### src/rtl/cc_pkg.sv
`default_nettype none
// ============================================================================
// Package  : cc_pkg
// Purpose  : Shared types and constants for the cache-controller miss path:
//            AXI burst encodings, fixed AR burst shape (8 x 64-bit beats per
//            64 B line) and the miss-request FSM state type.
// Ports    : none (package)
// Revision : 1.0 - initial release
// ============================================================================
package cc_pkg;

   localparam logic [1:0] AXI_BURST_INCR = 2'b01;
   localparam logic [1:0] AXI_BURST_WRAP = 2'b10;

   localparam int         CC_LINE_BEATS  = 8;
   localparam logic [3:0] CC_ARLEN       = 4'd7;   // CC_LINE_BEATS - 1
   localparam logic [2:0] CC_ARSIZE      = 3'd3;   // 8 bytes per beat

   typedef enum logic [0:0] {
      ST_IDLE = 1'b0,
      ST_REQ  = 1'b1
   } miss_req_state_t;

endpackage : cc_pkg
`default_nettype wire

### src/rtl/cc_outstanding_cnt.sv
`default_nettype none
// ============================================================================
// Module   : cc_outstanding_cnt
// Purpose  : 4-bit up/down saturating counter of AR bursts issued but not yet
//            retired by their R last beat.
// Ports    : clk, rst_n (sync, active-low)
//            inc_i       - AR handshake this cycle
//            dec_i       - R last-beat handshake this cycle
//            count_o     - current outstanding count
//            below_max_o - count < MAX_OUTSTANDING (room for another burst)
// Revision : 1.0 - initial release
// ============================================================================
module cc_outstanding_cnt #(
   parameter int MAX_OUTSTANDING = 2
) (
   input  logic       clk,
   input  logic       rst_n,
   input  logic       inc_i,
   input  logic       dec_i,
   output logic [3:0] count_o,
   output logic       below_max_o
);

   localparam logic [3:0] c_MAX_CNT = 4'(MAX_OUTSTANDING);

   logic [3:0] r_count;
   logic       w_inc_ok;
   logic       w_dec_ok;

   // Saturate at both ends; a stray last beat at zero is dropped.
   assign w_inc_ok = inc_i & (r_count != 4'hF);
   assign w_dec_ok = dec_i & (r_count != 4'h0);

   always_ff @(posedge clk) begin
      if (!rst_n) begin
         r_count <= 4'd0;
      end else begin
         case ({w_inc_ok, w_dec_ok})
            2'b10:   r_count <= r_count + 4'd1;
            2'b01:   r_count <= r_count - 4'd1;
            default: r_count <= r_count;   // none, or both cancel out
         endcase
      end
   end

`ifndef SYNTHESIS
   // An R last beat with nothing outstanding means the memory side is
   // returning data nobody asked for.
   always_ff @(posedge clk) begin
      if (rst_n) begin
         assert (!(dec_i && (r_count == 4'd0)));
      end
   end
`endif

   assign count_o     = r_count;
   assign below_max_o = (r_count < c_MAX_CNT);

endmodule : cc_outstanding_cnt
`default_nettype wire

### src/rtl/cc_miss_req_unit.sv
`default_nettype none
// ============================================================================
// Module   : cc_miss_req_unit
// Purpose  : Accepts line-miss requests from the tag-compare stage, pushes the
//            full miss address into the miss-address FIFO and issues one
//            8-beat 64-bit AXI AR burst per miss. Outstanding bursts are
//            counted and retired on the R last beat.
// Config   : CC_AR_LINE_ALIGN_EN - when defined, AR is line aligned with INCR
//            bursts; otherwise beat aligned with WRAP (critical word first).
// Ports    : clk, rst_n (sync, active-low)
//            miss_req_*      - miss request handshake (valid/ready/addr)
//            mem_ar*         - AXI AR channel master
//            mem_r{valid,ready,last}_i - snooped R channel
//            miss_addr_fifo_* - miss-address FIFO push side
//            outstanding_o   - outstanding burst count
// Revision : 1.0 - initial release
// ============================================================================
module cc_miss_req_unit
   import cc_pkg::*;
#(
   parameter int         MAX_OUTSTANDING = 2,
   parameter logic [3:0] ARID            = 4'd0
) (
   input  logic        clk,
   input  logic        rst_n,
   input  logic        miss_req_valid_i,
   input  logic [31:0] miss_req_addr_i,
   output logic        miss_req_ready_o,
   output logic [3:0]  mem_arid_o,
   output logic [31:0] mem_araddr_o,
   output logic [3:0]  mem_arlen_o,
   output logic [2:0]  mem_arsize_o,
   output logic [1:0]  mem_arburst_o,
   output logic        mem_arvalid_o,
   input  logic        mem_arready_i,
   input  logic        mem_rvalid_i,
   input  logic        mem_rready_i,
   input  logic        mem_rlast_i,
   input  logic        miss_addr_fifo_full_i,
   output logic        miss_addr_fifo_wren_o,
   output logic [31:0] miss_addr_fifo_wdata_o,
   output logic [3:0]  outstanding_o
);

   miss_req_state_t r_state;
   miss_req_state_t w_state_nxt;
   logic [31:0]     r_araddr;
   logic [31:0]     w_ar_addr;
   logic [1:0]      w_arburst;
   logic            w_below_max;
   logic            w_ready;
   logic            w_accept;
   logic            w_arvalid;
   logic            w_ar_hs;
   logic            w_rlast_hs;

`ifdef CC_AR_LINE_ALIGN_EN
   assign w_ar_addr = {miss_req_addr_i[31:6], 6'b0};
   assign w_arburst = AXI_BURST_INCR;
`else
   assign w_ar_addr = {miss_req_addr_i[31:3], 3'b0};
   assign w_arburst = AXI_BURST_WRAP;
`endif

   // Ready is qualified by rst_n so nothing is accepted or pushed while the
   // block is held in reset.
   assign w_ready  = rst_n & (r_state == ST_IDLE) & ~miss_addr_fifo_full_i & w_below_max;
   assign w_accept = miss_req_valid_i & w_ready;

   always_comb begin
      w_state_nxt = r_state;
      w_arvalid   = 1'b0;
      case (r_state)
         ST_IDLE: begin
            if (w_accept) begin
               w_state_nxt = ST_REQ;
            end
         end
         ST_REQ: begin
            w_arvalid = 1'b1;
            if (mem_arready_i) begin
               w_state_nxt = ST_IDLE;
            end
         end
         default: w_state_nxt = ST_IDLE;
      endcase
   end

   always_ff @(posedge clk) begin
      if (!rst_n) begin
         r_state  <= ST_IDLE;
         r_araddr <= 32'd0;
      end else begin
         r_state <= w_state_nxt;
         if (w_accept) begin
            r_araddr <= w_ar_addr;
         end
      end
   end

   // A pending AR is abandoned immediately when reset asserts.
   assign w_ar_hs    = mem_arvalid_o & mem_arready_i;
   assign w_rlast_hs = mem_rvalid_i & mem_rready_i & mem_rlast_i;

   cc_outstanding_cnt #(
      .MAX_OUTSTANDING (MAX_OUTSTANDING)
   ) u_outstanding_cnt (
      .clk         (clk),
      .rst_n       (rst_n),
      .inc_i       (w_ar_hs),
      .dec_i       (w_rlast_hs),
      .count_o     (outstanding_o),
      .below_max_o (w_below_max)
   );

   assign miss_req_ready_o       = w_ready;
   assign miss_addr_fifo_wren_o  = w_accept;
   assign miss_addr_fifo_wdata_o = miss_req_addr_i;

   assign mem_arvalid_o = w_arvalid & rst_n;
   assign mem_araddr_o  = r_araddr;
   assign mem_arid_o    = ARID;
   assign mem_arlen_o   = CC_ARLEN;
   assign mem_arsize_o  = CC_ARSIZE;
   assign mem_arburst_o = w_arburst;

endmodule : cc_miss_req_unit
`default_nettype wire
### config.mk
export PLATFORM = sky130hd
export DESIGN_NAME = cc_miss_req_unit
export DESIGN_NICKNAME = d
export VERILOG_FILES = /design/src/rtl/cc_pkg.sv /design/src/rtl/cc_outstanding_cnt.sv /design/src/rtl/cc_miss_req_unit.sv
export SDC_FILE = /design/constraint.sdc
export NUM_CORES = 1
export LEC_CHECK = 0
export CAP_MARGIN = 20
export CORE_MARGIN = 2
export CORE_UTILIZATION = 30
export CTS_BUF_LIST = sky130_fd_sc_hd__clkbuf_8
export CTS_CLUSTER_SIZE = 24
export DETAILED_ROUTE_END_ITERATION = 8
export PLACE_DENSITY = 0.7
export SYNTH_ARGS = -nofsm -noshare
export SYNTH_HDL_FRONTEND = slang
export SYNTH_SLANG_ARGS = --single-unit
### constraint.sdc
create_clock -name clk -period 5.3 [get_ports clk]
set_input_delay 1.59 -clock clk [delete_from_list [all_inputs] [get_ports clk]]
set_output_delay 1.59 -clock clk [all_outputs]
set_load 0.01 [all_outputs]
; Word-level counts from Yosys, hierarchy flattened
; Index checks and enable logic that the tools add are counted.
[classes]
addsub = 2
n_lt_le_gt_ge = 1
eq_ne = 3
mux = 5
n_bitwise = 12
n_reduce_logical = 2
[ops]
columns = cell, n
row1 = bitwise AND 1 bit, 10
row2 = case mux 4 bit (2 select lines), 1
row3 = adder 4 x 1 -> 4 bit (second input constant), 1
row4 = less-than comparator 4 x 2 -> 1 bit (second input constant), 1
row5 = inequality test 4 bit (second input constant), 1
row6 = nonzero test 4 bit, 1
row7 = subtractor 4 x 1 -> 4 bit (second input constant), 1
row8 = two-way mux 1 bit, 3
row9 = equality test 2 x 1 -> 1 bit (second input constant), 1
row10 = equality test 2 bit (second input constant), 1
row11 = inverter 1 bit, 2
row12 = case mux 1 bit (2 select lines), 1
row13 = nonzero test 2 bit, 1
[totals]
regBits = 34
input_bits = 40
output_inout_bits = 84
elab_cells = 28

; Logic depth before layout (Yosys ltp)
; Gate-level depths: netlist of the first run.
[logic_depth]
depth_word = 7
ltp_mapped = 11
mapped_depth_nobuf = 10

; Modules after synthesis
; Synthesis of the first run repeated with hierarchy kept, for this count alone.
[unflattened]
hier_cells = 215
hier_area_um2 = 1913.1
[by_module_without_submodules]
columns = mod, instances, cells_per_inst, area_each_um2, seq_area_each_um2
row1 = cc_miss_req_unit, 1, 185, 1617.8, 600.6
row2 = cc_outstanding_cnt, 1, 30, 295.3, 80.1

; Worst setup path after synthesis of the first run
; No wires, ideal clock.
[synth_timing]
kind = input to output
startpoint = in miss_addr_fifo_full_i
endpoint = out miss_addr_fifo_wren_o
arrival_time_ns = 2.181
required_time_ns = 3.710
slack_ns = 1.529
stages = 4
path_buffers = 1
path_cell_list = nor2_1 nand4_4 buf_6 inv_1
[synth_between]
elab_chain_len = 4
[synth_rtl]
columns = element, line_no
row1 = start: declaration, cc_miss_req_unit.sv:39  ; input logic miss_addr_fifo_full_i,
row2 = inverter 1 bit, cc_miss_req_unit.sv:67  ; assign w_ready = rst_n & (r_state == ST_IDLE) & ~miss_addr_fifo_full_i & w_below_max;
row3 = bitwise AND 1 bit (2 in series), cc_miss_req_unit.sv:67
row4 = bitwise AND 1 bit, cc_miss_req_unit.sv:68  ; assign w_accept = miss_req_valid_i & w_ready;
row5 = end: declaration, cc_miss_req_unit.sv:40  ; output logic miss_addr_fifo_wren_o,
; No other way between the ends.

; Worst setup path in the final report of the first run
[layout_timing]
startpoint = in rst_n
endpoint = out miss_req_ready_o
[layout_between]
elab_chain_len = 3
[layout_rtl]
columns = element, line_no
row1 = start: declaration, cc_miss_req_unit.sv:25  ; input logic rst_n,
row2 = bitwise AND 1 bit (3 in series), cc_miss_req_unit.sv:67
row3 = end: declaration, cc_miss_req_unit.sv:28  ; output logic miss_req_ready_o,
; No other way between the ends.

==> results of run 1 <==
==> stage by stage <==
stage | std cells | setup slack (ns) | power [mW] | hold slack, ns
after CTS | 330 | 0.717 | 0.590 | 0.516
final | 330 | 0.740 | 0.578 | 0.517
after global placement | 322 | 0.752 | 0.389 | 0.496
after floorplan | 200 | 1.53 | 0.344 | 0.466
after detailed placement | 322 | 0.722 | 0.390 | 0.508
after global routing | 330 | 0.680 | 0.611 | 0.549
==> area by class of cell <==
| class | count | area share [%] |
|---|---|---|
| repair buffers | 103 | 38.2 |
| multi-input cells | 107 | 29.1 |
| flip-flops and latches | 34 | 25.4 |
| well taps | 75 | 3.50 |
| clock buffers | 6 | 3.08 |
| inverters | 3 | 0.420 |
| clock inverters | 2 | 0.326 |
==> worst max-delay path by stage <==
stage / from / end / slack, ns / cells past startpoint
final: rst_n / miss_req_ready_o / 0.74 / 3
after global routing: rst_n / miss_req_ready_o / 0.68 / 3
after detailed placement: rst_n / miss_req_ready_o / 0.72 / 3
after global placement: rst_n / miss_req_ready_o / 0.75 / 3
after CTS: rst_n / miss_req_ready_o / 0.72 / 3
after floorplan: miss_addr_fifo_full_i / miss_addr_fifo_wren_o / 1.53 / 4
==> state kept, by name (all words and copies together), names as in the netlist <==
register	flops
r_state	1
u_outstanding_cnt.count_o	4
mem_araddr_o	29
==> cell families after synthesis <==
kind of cell | Yosys count
XOR/XNOR | 3
buffers and inverters | 59
AND/OR/NAND/NOR | 46
other | 2
multiplexers | 31
adder cells (fa/ha/maj) | 3
AO/OA/AOI/OAI | 8
flip-flops | 34
==> power by group through the flow <==
stage	Clock [mW]	Sequential (mW)	Combinational, mW
6_report	0.195	0.268	0.115
5_1_grt	0.217	0.269	0.125
4_1_cts	0.205	0.268	0.117
3_5_place_dp	0	0.274	0.116
3_3_place_gp	0	0.273	0.116
2_1_floorplan	0	0.277	0.0675
==> layout by cell type (no fill, tap or decap), types with 2 or more instances in the layout <==
master,count
clkdlybuf4s50_1,101
dfxtp_1,34
mux2i_1,31
nor2b_1,30
conb_1,16
clkbuf_8,6
inv_1,4
nor2_1,3
nand3_1,3
a21oi_1,3
o21ai_0,3
ha_1,3
nand2_1,2
xor2_1,2
buf_4,2
==> worst register-to-register path, delay by kind of cell (launching register included) <==
family | cells | cell delay, ns
compound gates | 3 | 0.45
flops | 1 | 0.41
xor+xnor | 2 | 0.27
simple gates | 2 | 0.60
fa+ha+maj | 2 | 0.47
==> per-layer routing <==
| metal | track usage [%] | routed length, um | vias to the layer above |
|---|---|---|---|
| li1 | - | - | 680 |
| met1 | 12.5 | 1470 | 631 |
| met2 | 19.9 | 1870 | 69 |
| met3 | 4.35 | 407 | 4 |
| met4 | 4.00 | 31 | 0 |
| met5 | 0 | 0 | - |
==> flow_summary_export.csv, run 1 <==
group,metric,value,unit
layout,nFillCells,582,
worst_hold_path,worstHoldEndpoint,"mem_araddr_o[4]",
sta,tns,0,ns
layout,fin_nets,297,
placed_design,place_congestion,0.775,
synthesis,synthCells,186,
route,routed_wirelength,3.78,mm
synthesis,ys.flop_type,"dfxtp_1",
route,wire_per_inst,11.5,um
worst_hold_path,hp-start,"mem_araddr_o[4]",
sta,setup_viol,0,
setup_path,crit_family,"buffers and inverters",
setup_path,reg2reg_from,"u_outstanding_cnt.count_o[1]",
grt,grt-ovfl-total,0,
setup_path,end_kind,"output pin",
setup_path,crit_chain,"clkdlybuf4s50_1 -> and3_1 -> clkdlybuf4s50_1",
power_and_ir_drop,ir_worst_vdd,0.0909,mV
sta,worst_slew_pin_slew,0.506,ns
setup_path,cp_slowest_cell,"clkdlybuf4s50_1",
clock_tree,cts_inserted_buffers,5,
layout,area_delta_synth_final,45.8,%
clock_tree,cts_hold_buffers,0,
setup_path,required,3.71,ns
power_and_ir_drop,power.switching,0.140,mW
route,drt-pass1-iter-count,3,
placed_design,portBuffers,101,
synthesis,synth-async-reset-ratio,0,%
power_and_ir_drop,power_frac_comb,19.9,%
route,drtIter0Drc,24,
sta,finalHoldViolations,0,
synthesis,synthMuxAreaShare,16.9,%
synthesis,synth_cell_types,27,
setup_path,arrival,2.97,ns
grt,grt_max_degree,33,
floorplan,die_area,6780,sq um
floorplan,fp.dieW,82.3,um
setup_path,path_max_fanout,6,
floorplan,start_util,31.1,%
setup_path,cp_slowest_stage_delay,0.63,ns
power_and_ir_drop,power_leakage,1.19,nW
power_and_ir_drop,intPower,0.438,mW
sta,rsz0062_at_grt,"no",
clock_tree,clk_latency,0.28,ns
layout,final_area,2680,sq um
sta,fin_worst_skew,0.00686,ns
grt,grt_pass1_vias,1332,
synthesis,synthSimpleGateAreaFrac,16.2,%
clock_tree,cts_sinks,34,
clock_tree,post-cts-setup-buffer-count,0,
setup_path,r2r_slack,3.01,ns
grt,grt_usage,11.4,%
power_and_ir_drop,power_density,215,nW/um^2
sta,maxSlewHeadroom,66.2,%
synthesis,synth_edf_count,0,
synthesis,yosys-top-cells-area,"dfxtp_1 (37%), buf_4 (20%), mux2i_1 (17%)",
setup_path,start_kind,"input port",
power_and_ir_drop,pwr-share-clk,33.7,%
outcome,status,"finished clean",
synthesis,synth-xor-area-share,1.43,%
synthesis,synth_top_area_share,37.0,%
clock_tree,ctsResizeCount,0,
clock_tree,cts_buffer_depth,2,
grt,antenna_found_initial,0,
layout,multi_input_area,779,sq um
power_and_ir_drop,p_seq_share,46.3,%
synthesis,synth.largest_area_cell,"dfxtp_1",
clock_tree,htreeDepth,2,
floorplan,num_rows,28,
synthesis,yosysSeqAreaShare,37.0,%
route,antenna_left,0,
setup_path,critPathKind,"input port to output pin",
synthesis,syn_area_per_cell,9.90,sq um
power_and_ir_drop,switching_share,24.3,%
synthesis,synth.most_common_cell,"buf_4",
synthesis,synth_top_family_by_area,"buffers and inverters",
floorplan,fp.dieH,82.3,um
sta,post-route-period-util,86.0,%
sta,slew_violations,0,
setup_path,cp_num_buf_inv,2,
clock_tree,clk_root_buffer_cell,"clkbuf_8",
layout,seq_area,681,sq um
setup_path,r2r_end,"u_outstanding_cnt.count_o[2]",
route,vias,1384,
sta,max_freq,219,MHz
grt,grt_pass1_wl,5.89,mm
floorplan,io_pins,124,
route,vias_per_cell,4.19,
clock_tree,path_clk_slew,0.07,ns
synthesis,synthAdderAreaFrac,2.04,%
layout,drive_gt1_share,4.31,%
sta,finalCriticalPeriod,4.56,ns
synthesis,yosys_warnings,0,
synthesis,synthTopCellsByCount,"buf_4 (48), dfxtp_1 (34), mux2i_1 (31), nor2b_1 (30), buf_6 (4)",
worst_hold_path,hold_depth,2,
synthesis,synth_area,1840,sq um
floorplan,core_area,5920,sq um
layout,num_antenna_cells,0,
placed_design,dp_hpwl,2.85,mm
setup_path,cp_common_cell,"clkdlybuf4s50_1",
run,max-cap-violations,0,
clock_tree,tritoncts,"built",
layout,final_util,45.3,%
placed_design,dpl_cell_area,2590,sq um
worst_hold_path,min_path_type,"register to register",
route,drc,0,
synthesis,yosys_register_bits,34,
setup_path,r2r_cells,9,
synthesis,synth_compound_area_share,2.52,%
Note: power is estimated with default switching activity, not from simulation.
==> inputs of run 2 (changes only) <==
Settings changed: CORE_UTILIZATION 30 to 60, DONT_BUFFER_PORTS set to 1, PLACE_DENSITY 0.7 to 0.76.
==> run 2 against run 1 <==
  * Sequential share of layout area grew 17 points
  * Wire length decreased by 29%
  * Setup slack gained 0.93 ns
  * Largest power group unchanged
  * Register-to-register slack about the same
  * Die area is 48% lower
  * Sequential power grew 2%
  * Clock power is 5% lower
  * Utilization increased by 8.8 points
  * Critical endpoint unchanged
  * Clock skew shrank 0.0030 ns
==> flow_summary_export.csv, run 2 (synthesis results as in run 1) <==
group,metric,value,unit
route,routed_wirelength,2.67,mm
worst_hold_path,min_path_type,"register to register",
power_and_ir_drop,power_leakage,0.803,nW
placed_design,place_inst,178,
floorplan,num_rows,20,
power_and_ir_drop,power_density,305,nW/um^2
floorplan,core_area,2980,sq um
worst_hold_path,hp-start,"r_state",
layout,nFillCells,291,
setup_path,end_kind,"output pin",
sta,slew_violations,0,
grt,grt_max_degree,38,
clock_tree,cts_buffer_depth,2,
clock_tree,htreeDepth,2,
clock_tree,path_clk_slew,0.06,ns
route,drc,0,
grt,grt_usage,15.8,%
sta,post-route-period-util,68.5,%
setup_path,arrival,2.04,ns
layout,drive_gt1_share,6.54,%
sta,worst_slack,1.67,ns
route,vias,993,
placed_design,pre_cts_ws,1.67,ns
floorplan,io_pins,124,
sta,max_freq,275,MHz
layout,final_cell_mix,"dfxtp_1 (34), mux2i_1 (31), nor2b_1 (30)",
setup_path,r2r_end,"u_outstanding_cnt.count_o[2]",
grt,grt-ovfl-total,0,
grt,grt_pass1_vias,963,
grt,antenna_found_initial,0,
setup_path,critPathKind,"input port to output pin",
sta,setup_viol,0,
setup_path,cp_num_buf_inv,0,
clock_tree,ctsResizeCount,0,
setup_path,crit_family,"simple AND/OR/NAND/NOR gates",
run,max-cap-violations,0,
worst_hold_path,hold_depth,2,
placed_design,place_congestion,0.662,
clock_tree,cts_sinks,34,
layout,stdcell_count,186,
grt,met1_usage,14.9,%
floorplan,fp.dieW,59.4,um
clock_tree,clk_root_buffer_cell,"clkbuf_8",
sta,finalCriticalPeriod,3.63,ns
setup_path,cp_slowest_cell,"and3_1",
grt,use_met2,27.5,%
setup_path,cp_slowest_stage_delay,0.25,ns
clock_tree,clk_latency,0.28,ns
grt,grt-busiest-layer,"met2",
placed_design,dp_hpwl,1.99,mm
sta,rsz0062_at_grt,"no",
clock_tree,tritoncts,"built",
floorplan,fp.dieH,59.4,um
setup_path,reg2reg_from,"u_outstanding_cnt.count_o[1]",
setup_path,crit_chain,"nor2_1 -> and3_1",
grt,use_met3,7.64,%
clock_tree,post-cts-setup-buffer-count,0,
layout,largest_reg_flops,29,
clock_tree,cts_hold_buffers,0,
sta,finalHoldViolations,0,
setup_path,path_max_fanout,2,
setup_path,required,3.71,ns
floorplan,start_util,61.8,%
worst_hold_path,worstHoldEndpoint,"r_state",
power_and_ir_drop,power,0.491,mW
route,drt-pass1-iter-count,4,
floorplan,die_area,3530,sq um
layout,num_antenna_cells,0,
setup_path,start_kind,"input port",
setup_path,r2r_cells,9,
outcome,status,"finished clean",
route,drtIter0Drc,14,
layout,fin_nets,195,
power_and_ir_drop,ir_worst_vdd,0.182,mV
sta,hold_ws,0.520,ns
setup_path,r2r_slack,3.00,ns
grt,grt_pass1_wl,4.06,mm
placed_design,portBuffers,0,
route,antenna_left,0,
clock_tree,cts_inserted_buffers,5,
sta,fin_worst_skew,0.00387,ns
layout,final_common_cell,"dfxtp_1",
layout,area_delta_synth_final,-12.4,%
sta,tns,0,ns
route,vias_per_cell,5.34,
route,wire_per_inst,14.4,um
## run 2: cell types whose count changed in the layout (fill, tap and decap cells not counted), sizes merged
cell / delta
clkdlybuf4s50: -101
buf: -1
## run 2: per-layer routing
metal  vias to the layer above  routed length (um)
li1                        472                   -
met2                        55                1440
met5                         -                   0
met1                       457                 926
met3                         9                 259
met4                         0                  51
## run 2: area by class of cell
| class | count | area [sq um] | area share [%] |
|---|---|---|---|
| timing repair buffer | 1 | 7.51 | 0.466 |
| inverter | 3 | 11.3 | 0.699 |
| clock inverter | 2 | 8.76 | 0.543 |
| tap | 33 | 41.3 | 2.56 |
| sequential | 34 | 681 | 42.2 |
| multi-input combinational | 107 | 779 | 48.4 |
| clock buffer | 6 | 82.6 | 5.12 |
## run 2: power by group
group | internal (mW) | switching (mW)
clock network | 0.103 | 0.0834
logic | 0.0153 | 0.0172
registers | 0.264 | 0.00894
## run 2: how the worst max path moves through the flow
stage	start	slack, ns	cells after the start	endpoint
6_report	miss_addr_fifo_full_i	1.67	2	miss_req_ready_o
5_1_grt	miss_addr_fifo_full_i	1.63	3	miss_addr_fifo_wren_o
4_1_cts	miss_addr_fifo_full_i	1.67	2	miss_req_ready_o
3_5_place_dp	miss_addr_fifo_full_i	1.67	3	miss_addr_fifo_wren_o
3_3_place_gp	miss_addr_fifo_full_i	1.69	2	miss_req_ready_o
2_1_floorplan	miss_addr_fifo_full_i	1.53	4	miss_addr_fifo_wren_o
## run 2: per-stage QoR
stage | utilization, % | area [sq um]
2_1_floorplan | - | 1890
3_3_place_gp | 51.1 | 1520
3_5_place_dp | 51.1 | 1520
4_1_cts | 54.1 | 1610
5_1_grt | 54.1 | 1610
6_report | 54.1 | 1610
==> inputs of run 3 (changes only) <==
Settings changed: CORE_UTILIZATION 60 to 59, PLACE_DENSITY 0.76 to 0.78.
Clock period 5.3 ns to 3.18 ns, I/O delays scaled along.
==> run 3 against run 2 <==
  * First-iteration DRC count grew 29%
  * Critical endpoint is now u_outstanding_cnt.count_o[2]
  * Combinational power grew 67%
  * Setup slack lost 0.93 ns
  * Die area grew 1.6%
  * Clock skew shrank 0.0010 ns
  * Worst hold slack lost 0.019 ns
  * Sequential share of layout area grew 0.40 points
  * Cell area shrank 0.93%
  * Register-to-register slack lost 2.2 ns
  * Wire length grew 7.0%
  * Total power grew 60%
==> flow_summary_export.csv, run 3 (synthesis results as in run 1) <==
group,metric,value,unit
floorplan,die_area,3580,sq um
placed_design,dp_hpwl,2.11,mm
run,max-cap-violations,0,
sta,fin_worst_skew,0.00286,ns
outcome,status,"finished clean",
grt,grt_pass1_wl,4.25,mm
power_and_ir_drop,power_leakage,0.797,nW
sta,tns,0,ns
sta,setup_viol,0,
setup_path,required,3.38,ns
sta,finalHoldViolations,0,
route,routed_wirelength,2.86,mm
floorplan,core_area,3000,sq um
layout,largest_reg_flops,29,
power_and_ir_drop,intPower,0.609,mW
placed_design,place_congestion,0.712,
power_and_ir_drop,switching_share,22.7,%
setup_path,arrival,2.63,ns
grt,grt_max_degree,38,
sta,rsz0062_at_grt,"no",
sta,max_freq,410,MHz
clock_tree,post-cts-setup-buffer-count,0,
setup_path,crit_start,"rst_n",
power_and_ir_drop,pwr-share-clk,35.4,%
sta,finalCriticalPeriod,2.44,ns
route,antenna_left,0,
power_and_ir_drop,ir_worst_vdd,0.312,mV
clock_tree,ctsResizeCount,0,
floorplan,io_pins,124,
sta,slew_violations,0,
clock_tree,tritoncts,"built",
setup_path,path_max_fanout,37,
layout,final_util,53.2,%
layout,stdcell_count,185,
grt,grt_usage,16.2,%
route,wire_per_inst,15.5,um
clock_tree,path_clk_slew,0.06,ns
clock_tree,cts_hold_buffers,0,
floorplan,num_rows,20,
sta,post-route-period-util,76.7,%
route,drc,0,
layout,nFillCells,281,
grt,grt_pass1_vias,958,
setup_path,reg2reg_from,"u_outstanding_cnt.count_o[1]",
route,vias,1009,
clock_tree,clk_latency,0.27,ns
worst_hold_path,hp-start,"r_state",
layout,drive_gt1_share,5.26,%
setup_path,cp_slowest_cell,"or3_1",
layout,area_delta_synth_final,-13.3,%
setup_path,crit_chain,"nand2_1 -> inv_1 -> nand3_1 -> ha_1 -> xor2_1 -> ha_1 -> a21oi_1 -> xor2_1 -> or3_1 -> a21boi_0",
floorplan,fp.dieW,59.9,um
grt,grt-ovfl-total,0,
route,drt-pass1-iter-count,3,
clock_tree,cts_inserted_buffers,5,
sta,hold_ws,0.501,ns
setup_path,start_kind,"input port",
placed_design,place_inst,178,
clock_tree,clk_root_buffer_cell,"clkbuf_8",
clock_tree,cts_buffer_depth,2,
power_and_ir_drop,power_frac_comb,6.9,%
power_and_ir_drop,power_density,493,nW/um^2
floorplan,fp.dieH,59.9,um
sta,maxSlewHeadroom,65.8,%
power_and_ir_drop,power.switching,0.178,mW
layout,fin_nets,195,
setup_path,critPathKind,"input port to register",
layout,final_cell_mix,"dfxtp_1 (34), mux2i_1 (31), nor2b_1 (30)",
route,drtIter0Drc,18,
floorplan,start_util,61.3,%
setup_path,cp_slowest_stage_delay,0.30,ns
setup_path,end_kind,"register",
grt,antenna_found_initial,0,
clock_tree,htreeDepth,2,
layout,num_antenna_cells,0,
placed_design,portBuffers,0,
worst_hold_path,min_path_type,"register to register",
layout,final_common_cell,"dfxtp_1",
route,vias_per_cell,5.45,
power_and_ir_drop,p_seq_share,57.7,%
clock_tree,cts_sinks,34,
sta,worst_slew_pin_slew,0.507,ns
-- run 3: changes by cell type in the layout (fill, tap and decap cells not counted) --
cell      delta
clkbuf_8     -1
clkinv_2     -1
inv_1        +1
-- run 3: worst max-delay path: cells and delay by family --
| kind | cells | cell delay, ns |
|---|---|---|
| fa+ha+maj | 2 | 0.47 |
| simple gates | 3 | 0.47 |
| compound gates | 2 | 0.34 |
| xor+xnor | 2 | 0.27 |
| buf+inv | 1 | 0.11 |
-- run 3: per-stage QoR --
stage | cell area, sq um | total power [mW] | setup slack [ns]
after floorplan | 1890 | 0.574 | 0.483
after global placement | 1520 | 0.516 | 0.635
after detailed placement | 1520 | 0.520 | 0.484
after CTS | 1600 | 0.800 | 0.769
after global routing | 1600 | 0.826 | 0.596
final | 1600 | 0.788 | 0.742
-- run 3: path summary, 6_finish.rpt --
path	depth (start not counted)	slack, ns	to
setup / recovery	10	0.74	u_outstanding_cnt.count_o[2]
hold / removal	2	0.50	r_state
setup reg to reg	9	0.81	u_outstanding_cnt.count_o[2]
hold reg to reg	2	0.50	r_state
-- run 3: routing by layer --
layer | track usage (%) | vias up | routed length, um
met4 | 8.25 | 0 | 63
li1 | - | 474 | -
met1 | 16.2 | 459 | 1030
met2 | 27.8 | 64 | 1470
met3 | 7.36 | 12 | 289
met5 | 0 | - | 0
-- run 3: cell type report --
cell class	count	area (sq um)	area share, %
Inverter	3	11.3	0.705
Sequential cell	34	681	42.6
Tap cell	33	41.3	2.59
Clock buffer	5	68.8	4.31
Multi-Input combinational cell	107	779	48.8
Timing Repair Buffer	1	7.51	0.470
Clock inverter	2	7.51	0.470
-- run 3: power by group through the flow --
stage	Combinational (mW)	Sequential (mW)	Clock, mW
6_report	0.0544	0.455	0.279
5_1_grt	0.0611	0.456	0.308
4_1_cts	0.0548	0.455	0.290
3_5_place_dp	0.0550	0.465	0
3_3_place_gp	0.0524	0.464	0
2_1_floorplan	0.113	0.462	0
